### config.mk
export PLATFORM = sky130hd
export DESIGN_NAME = sd_rxframer_flat
export DESIGN_NICKNAME = d
export VERILOG_FILES = /design/src/rtl/sd_rxframer_if.sv /design/src/rtl/sd_rxframer.sv /design/src/flat_wrapper.sv
export SDC_FILE = /design/constraint.sdc
export NUM_CORES = 1
export LEC_CHECK = 0
export CAP_MARGIN = 20
export CORE_ASPECT_RATIO = 0.9
export CORE_MARGIN = 2
export CORE_UTILIZATION = 35
export DETAILED_ROUTE_END_ITERATION = 8
export PLACE_DENSITY_LB_ADDON = 0.15
export SYNTH_ARGS = -nofsm -noshare
export SYNTH_HDL_FRONTEND = slang
export SYNTH_SLANG_ARGS = --single-unit
### constraint.sdc
create_clock -name i_clk -period 2.2 [get_ports i_clk]
set_input_delay 0.33 -clock i_clk [delete_from_list [all_inputs] [get_ports i_clk]]
set_output_delay 0.33 -clock i_clk [all_outputs]
set_load 0.01 [all_outputs]
### src/rtl/sd_rxframer_if.sv
// Bundle between the SD data-receive framer and its surroundings.
// The framer takes the slave side; the command FSM / bench take the master side.
interface sd_rxframer_if #(
    parameter int LGLEN     = 9,
    parameter int LGTIMEOUT = 23
);
    logic                 i_en;
    logic                 i_cfg_width;
    logic [LGLEN:0]       i_len;
    logic [LGTIMEOUT-1:0] i_timeout;
    logic                 i_pedge;
    logic [3:0]           i_dat;

    logic                 o_valid;
    logic [31:0]          o_data;
    logic                 o_last;
    logic                 o_busy;
    logic                 o_done;
    logic                 o_err;
    logic                 o_crc_err;
    logic                 o_timeout;

    modport slave (
        input  i_en, i_cfg_width, i_len, i_timeout, i_pedge, i_dat,
        output o_valid, o_data, o_last, o_busy, o_done, o_err, o_crc_err, o_timeout
    );

    modport master (
        output i_en, i_cfg_width, i_len, i_timeout, i_pedge, i_dat,
        input  o_valid, o_data, o_last, o_busy, o_done, o_err, o_crc_err, o_timeout
    );
endinterface

### src/rtl/sd_rxframer.sv
// Host-side SD data-block receiver: start-bit hunt, word packing, per-line
// CRC16 and end-bit check, with a single done/error report per frame.
module sd_rxframer #(
    parameter int LGLEN     = 9,
    parameter int LGTIMEOUT = 23
) (
    input logic          i_clk,
    input logic          i_reset_n,
    sd_rxframer_if.slave bus
);

    typedef enum logic [2:0] {
        IDLE,
        WAIT_START,
        DATA,
        CRC,
        STOP,
        DONE
    } state_t;

    localparam logic [LGLEN-2:0] ONE_WORD = 1;

    state_t               state;
    state_t               state_nxt;
    logic [LGTIMEOUT-1:0] tmo;
    logic [LGLEN-2:0]     nwords;
    logic                 wide;
    logic [4:0]           bit_cnt;
    logic [3:0]           crc_cnt;
    logic [31:0]          sreg;
    logic [15:0]          crc [4];
    logic                 crc_err;
    logic                 end_err;
    logic                 tmo_flag;
    logic                 valid_q;
    logic                 last_q;
    logic [31:0]          data_q;
    logic                 done_q;

    logic [3:0]           act_mask;
    logic                 start_seen;
    logic                 end_bad;
    logic                 word_end;
    logic [31:0]          shifted;

    function automatic logic [15:0] crc_step(input logic [15:0] c, input logic b);
        return {c[14:0], 1'b0} ^ ((c[15] ^ b) ? 16'h1021 : 16'h0000);
    endfunction

    // Line-mask helpers; bus width is the value latched when the frame was armed.
    always_comb begin
        act_mask   = wide ? 4'hF : 4'h1;
        start_seen = ((bus.i_dat & act_mask) == 4'h0);
        end_bad    = ((bus.i_dat & act_mask) != act_mask);
        word_end   = (bit_cnt == (wide ? 5'd7 : 5'd31));
        shifted    = wide ? {sreg[27:0], bus.i_dat} : {sreg[30:0], bus.i_dat[0]};
    end

    always_ff @(posedge i_clk or negedge i_reset_n) begin
        if (!i_reset_n) begin
            state <= IDLE;
        end else begin
            state <= state_nxt;
        end
    end

    // Line-state transitions only move on strobes; arming and abort do not wait for one.
    always_comb begin
        state_nxt = state;
        case (state)
            IDLE: begin
                if (bus.i_en) state_nxt = WAIT_START;
            end
            WAIT_START: begin
                if (bus.i_pedge) begin
                    if (start_seen)     state_nxt = (nwords == '0) ? CRC : DATA;
                    else if (tmo == '0) state_nxt = DONE;
                end
            end
            DATA: begin
                if (bus.i_pedge && word_end && (nwords == ONE_WORD)) state_nxt = CRC;
            end
            CRC: begin
                if (bus.i_pedge && (crc_cnt == 4'd15)) state_nxt = STOP;
            end
            STOP: begin
                if (bus.i_pedge) state_nxt = DONE;
            end
            DONE: state_nxt = DONE;
            default: state_nxt = IDLE;
        endcase
        if (!bus.i_en) state_nxt = IDLE;
    end

    always_ff @(posedge i_clk or negedge i_reset_n) begin
        if (!i_reset_n) begin
            tmo      <= '0;
            nwords   <= '0;
            wide     <= 1'b0;
            bit_cnt  <= '0;
            crc_cnt  <= '0;
            sreg     <= '0;
            for (int l = 0; l < 4; l++) crc[l] <= '0;
            crc_err  <= 1'b0;
            end_err  <= 1'b0;
            tmo_flag <= 1'b0;
            valid_q  <= 1'b0;
            last_q   <= 1'b0;
            data_q   <= '0;
            done_q   <= 1'b0;
        end else begin
            valid_q <= 1'b0;
            last_q  <= 1'b0;
            done_q  <= (state != DONE) && (state_nxt == DONE);
            case (state)
                IDLE: begin
                    if (bus.i_en) begin
                        tmo      <= bus.i_timeout;
                        nwords   <= bus.i_len[LGLEN:2];
                        wide     <= bus.i_cfg_width;
                        bit_cnt  <= '0;
                        crc_cnt  <= '0;
                        sreg     <= '0;
                        for (int l = 0; l < 4; l++) crc[l] <= '0;
                        crc_err  <= 1'b0;
                        end_err  <= 1'b0;
                        tmo_flag <= 1'b0;
                    end
                end
                WAIT_START: begin
                    if (bus.i_pedge && !start_seen) begin
                        if (tmo == '0) tmo_flag <= 1'b1;
                        else           tmo      <= tmo - 1'b1;
                    end
                end
                DATA: begin
                    if (bus.i_pedge) begin
                        sreg <= shifted;
                        for (int l = 0; l < 4; l++) crc[l] <= crc_step(crc[l], bus.i_dat[l]);
                        if (word_end) begin
                            bit_cnt <= '0;
                            nwords  <= nwords - 1'b1;
                            data_q  <= shifted;
                            valid_q <= bus.i_en;
                            last_q  <= bus.i_en && (nwords == ONE_WORD);
                        end else begin
                            bit_cnt <= bit_cnt + 5'd1;
                        end
                    end
                end
                CRC: begin
                    if (bus.i_pedge) begin
                        for (int l = 0; l < 4; l++) begin
                            if (act_mask[l] && (bus.i_dat[l] != crc[l][15])) crc_err <= 1'b1;
                            crc[l] <= {crc[l][14:0], 1'b0};
                        end
                        crc_cnt <= crc_cnt + 4'd1;
                    end
                end
                STOP: begin
                    if (bus.i_pedge && end_bad) end_err <= 1'b1;
                end
                default: ;
            endcase
        end
    end

    assign bus.o_valid   = valid_q;
    assign bus.o_data    = data_q;
    assign bus.o_last    = last_q;
    assign bus.o_busy    = (state != IDLE);
    assign bus.o_done    = done_q;
    assign bus.o_err     = crc_err | end_err | tmo_flag;
    assign bus.o_crc_err = crc_err;
    assign bus.o_timeout = tmo_flag;

endmodule

### src/flat_wrapper.sv
// flat-port wrapper written by rule: the top's interface ports become plain ports
module sd_rxframer_flat 
#(
    parameter int LGLEN     = 9,
    parameter int LGTIMEOUT = 23
)
  (i_clk, i_reset_n, bus_i_en, bus_i_cfg_width, bus_i_len, bus_i_timeout, bus_i_pedge, bus_i_dat, bus_o_valid, bus_o_data, bus_o_last, bus_o_busy, bus_o_done, bus_o_err, bus_o_crc_err, bus_o_timeout);
  sd_rxframer_if #(.LGLEN(LGLEN), .LGTIMEOUT(LGTIMEOUT)) bus_i ();
  input logic i_clk;
  input logic i_reset_n;
  input wire logic [$bits(bus_i.i_en)-1:0] bus_i_en;
  input wire logic [$bits(bus_i.i_cfg_width)-1:0] bus_i_cfg_width;
  input wire logic [$bits(bus_i.i_len)-1:0] bus_i_len;
  input wire logic [$bits(bus_i.i_timeout)-1:0] bus_i_timeout;
  input wire logic [$bits(bus_i.i_pedge)-1:0] bus_i_pedge;
  input wire logic [$bits(bus_i.i_dat)-1:0] bus_i_dat;
  output wire logic [$bits(bus_i.o_valid)-1:0] bus_o_valid;
  output wire logic [$bits(bus_i.o_data)-1:0] bus_o_data;
  output wire logic [$bits(bus_i.o_last)-1:0] bus_o_last;
  output wire logic [$bits(bus_i.o_busy)-1:0] bus_o_busy;
  output wire logic [$bits(bus_i.o_done)-1:0] bus_o_done;
  output wire logic [$bits(bus_i.o_err)-1:0] bus_o_err;
  output wire logic [$bits(bus_i.o_crc_err)-1:0] bus_o_crc_err;
  output wire logic [$bits(bus_i.o_timeout)-1:0] bus_o_timeout;
  assign bus_i.i_en = bus_i_en;
  assign bus_i.i_cfg_width = bus_i_cfg_width;
  assign bus_i.i_len = bus_i_len;
  assign bus_i.i_timeout = bus_i_timeout;
  assign bus_i.i_pedge = bus_i_pedge;
  assign bus_i.i_dat = bus_i_dat;
  assign bus_o_valid = bus_i.o_valid;
  assign bus_o_data = bus_i.o_data;
  assign bus_o_last = bus_i.o_last;
  assign bus_o_busy = bus_i.o_busy;
  assign bus_o_done = bus_i.o_done;
  assign bus_o_err = bus_i.o_err;
  assign bus_o_crc_err = bus_i.o_crc_err;
  assign bus_o_timeout = bus_i.o_timeout;
  sd_rxframer #(.LGLEN(LGLEN), .LGTIMEOUT(LGTIMEOUT)) u_core (.i_clk(i_clk), .i_reset_n(i_reset_n), .bus(bus_i));
endmodule
==> impl_metrics.ini <==
[status]
outcome = completed

[global_routing]
grt_pass1_vias = 6324
grt_pass1_wl_um = 33800
grt-ovfl-total = 0
grt_max_degree = 63
grt_use_total = 0.170
antenna_found_initial = 0

[hold_path]
hold_path.class = input pin to flop
hold_path_depth = 3
hp-start = bus_i_cfg_width
min_to = u_core.wide

[finish]
layout.nets = 1037
area_growth_pct = 27.1
fin_cells = 1304
antenna_cells = 0
final_cell_mix = nand2_1 (188), dfrtp_1 (176), o21ai_0 (101), nor2_1 (77), clkdlybuf4s50_1 (77)
fin_util = 0.452
final_layout_size_suffix_gt1_frac = 0.130
final_common_cell = nand2_1

[pwr]
vdd_drop_max_v = 0.000510
pwr_density_cell_nw_per_um2 = 798
p_leak_nw = 4.43

[worst_setup_path]
crit_fanout = 8
r2r_setup_slack_ps = 100
crit_type = flop to flop
reg2regPathDepth = 7
rr_endpoint = u_core.tmo[12]
crit_required_ps = 2520
critPathLaunch = u_core.tmo[17]
r2r-start = u_core.tmo[17]
cp.arrival_ps = 2430
end_kind = flop
cp-start-kind = flop

[die]
pin_count = 81
core_sq_um = 23300
std_cell_rows = 53
die_height_um = 150
die_w_um = 166
dieArea_sq_um = 24900
start_util = 0.355

[clock_tree]
ctsRootBufferMaster = clkbuf_16
clk_pin_slew_worst_paths_ps = 70
worst_skew_pair.late_latency_ps = 440
cts_tree = built
cts_sinks = 177
max-clock-path-buffers = 2
cts_max_level = 4
cts_buffers = 17

[detailed_routing]
drtPass1Iterations = 5
drt_iter0_drc = 417
ant_nets = 0
drc_errors = 0
num_vias = 6519
totalWireLength_um = 20400
viasPerCell = 5.00
drt-wirelength-per-cell_um = 15.7

[timing]
drv_slew = 0
period_share = 0.957
timing.fmax_mhz = 475
hold_viol_final = 0
relSlewSlack = 0.571
max_slew.worst_pin.slew_ps = 643
min_period_ps = 2100
whs_ps = 452
finalSetupViolCount = 0
clock_skew_ps = 9.94

[place]
place_congestion = 0.786
io_buffers = 78
dp_hpwl_um = 14000
dp_cells = 1270

[synthesis]
syn_area_sq_um = 8270
synth_nets = 935
ys_seq_elements = 177
netlist_instances = 887
ys_seq_area_frac = 0.535
synth_edf_count = 0
synthArstFlopShare = 1.00
ys_types = 66
synth.avg_cell_area_sq_um = 9.33
synth_ff_type = dfrtp_1
yosysWarnings = 0

[run]
max-cap-violations = 0
synthesized netlist by cell type, types with 7 or more instances:
cell type | count | area (sq um)
a31oi_1 | 10 | 62.6
o21ai_0 | 103 | 515
o31ai_1 | 34 | 255
xnor2_1 | 12 | 105
a21oi_1 | 61 | 305
nor2_1 | 78 | 293
nand3_1 | 10 | 50.1
clkbuf_1 | 40 | 150
or3_1 | 7 | 43.8
buf_2 | 13 | 65.1
mux2i_1 | 33 | 330
nand2_1 | 189 | 709
nor3_1 | 10 | 50.1
dfrtp_1 | 177 | 4430
repair_timing:
action	CTS	global route
setup buffers	0	1
gates cloned	0	0
gates resized for setup	1	12
hold buffers	1	0
pin swaps	1	5
hold endpoints to repair	55	0
endpoints found under the setup margin	3	17
layer usage:
layer	GRT usage	vias up	wire [um]
li1	-	3302	-
met1	0.239	3092	10100
met2	0.263	109	9280
met3	0.0383	16	757
met4	0.0522	0	310
met5	0	-	0
cells by family (layout without fill, tap and decap cells):
| group | after synthesis | after routing | synth area share |
|---|---|---|---|
| compound gates | 252 | 252 | 0.183 |
| xor+xnor | 13 | 13 | 0.0138 |
| fa+ha+maj | 6 | 6 | 0.00908 |
| buf+inv | 69 | 184 | 0.0348 |
| flops | 177 | 177 | 0.535 |
| mux | 34 | 34 | 0.0413 |
| simple gates | 336 | 336 | 0.183 |
report_power, final:
group          switching (W)  internal, W  leakage, nW
registers           0.000174      0.00346         2.40
logic               0.000844     0.000641         1.73
clock network        0.00151      0.00176        0.307
total                0.00253      0.00586         4.43
per-stage QoR:
step / area [sq um] / worst slack [ps] / power (W) / TNS (ps)
finish: 10500 / 95.4 / 0.00839 / 0
global route: 10500 / -12.1 / 0.00882 / -12.1
CTS: 10500 / 16.8 / 0.00846 / 0
detailed placement: 9820 / -515 / 0.00516 / -9610
global placement: 9820 / -511 / 0.00516 / -9480
floorplan: 8280 / 116 / 0.00454 / 0
area by class of cell:
cell class	instances	area (sq um)
fill	2246	12800
sequential	177	4430
multi-input combinational	641	3630
timing repair buffer	146	1420
clock buffer	17	425
tap	302	378
clock inverter	15	208
inverter	6	22.5
flip-flops by register name (all words and copies together) (netlist names), 3 cells and up:
register	flops
u_core.crc	64
u_core.bus.o_data	32
u_core.sreg	31
u_core.tmo	23
u_core.nwords	8
u_core.bit_cnt	5
u_core.crc_cnt	4
u_core.state	3
worst max-delay path, stage by stage (launching register included):
cell	delay (ps)
dfrtp_1	390
or4_4	560
nor4b_4	360
o2bb2ai_2	170
buf_6	160
buf_4	140
nor2_1	50
o22a_1	160
worst max path at each step:
stage | endpoint | slack (ps) | cells after the start
final | u_core.tmo[12] | 100 | 7
after CTS | bus_o_busy | 20 | 4
after floorplan | u_core.tmo[0] | 120 | 8
after global placement | u_core.tmo[12] | -510 | 8
after global routing | u_core.tmo[12] | -10 | 7
after detailed placement | u_core.tmo[12] | -510 | 8
(Power assumes the default switching activity.)
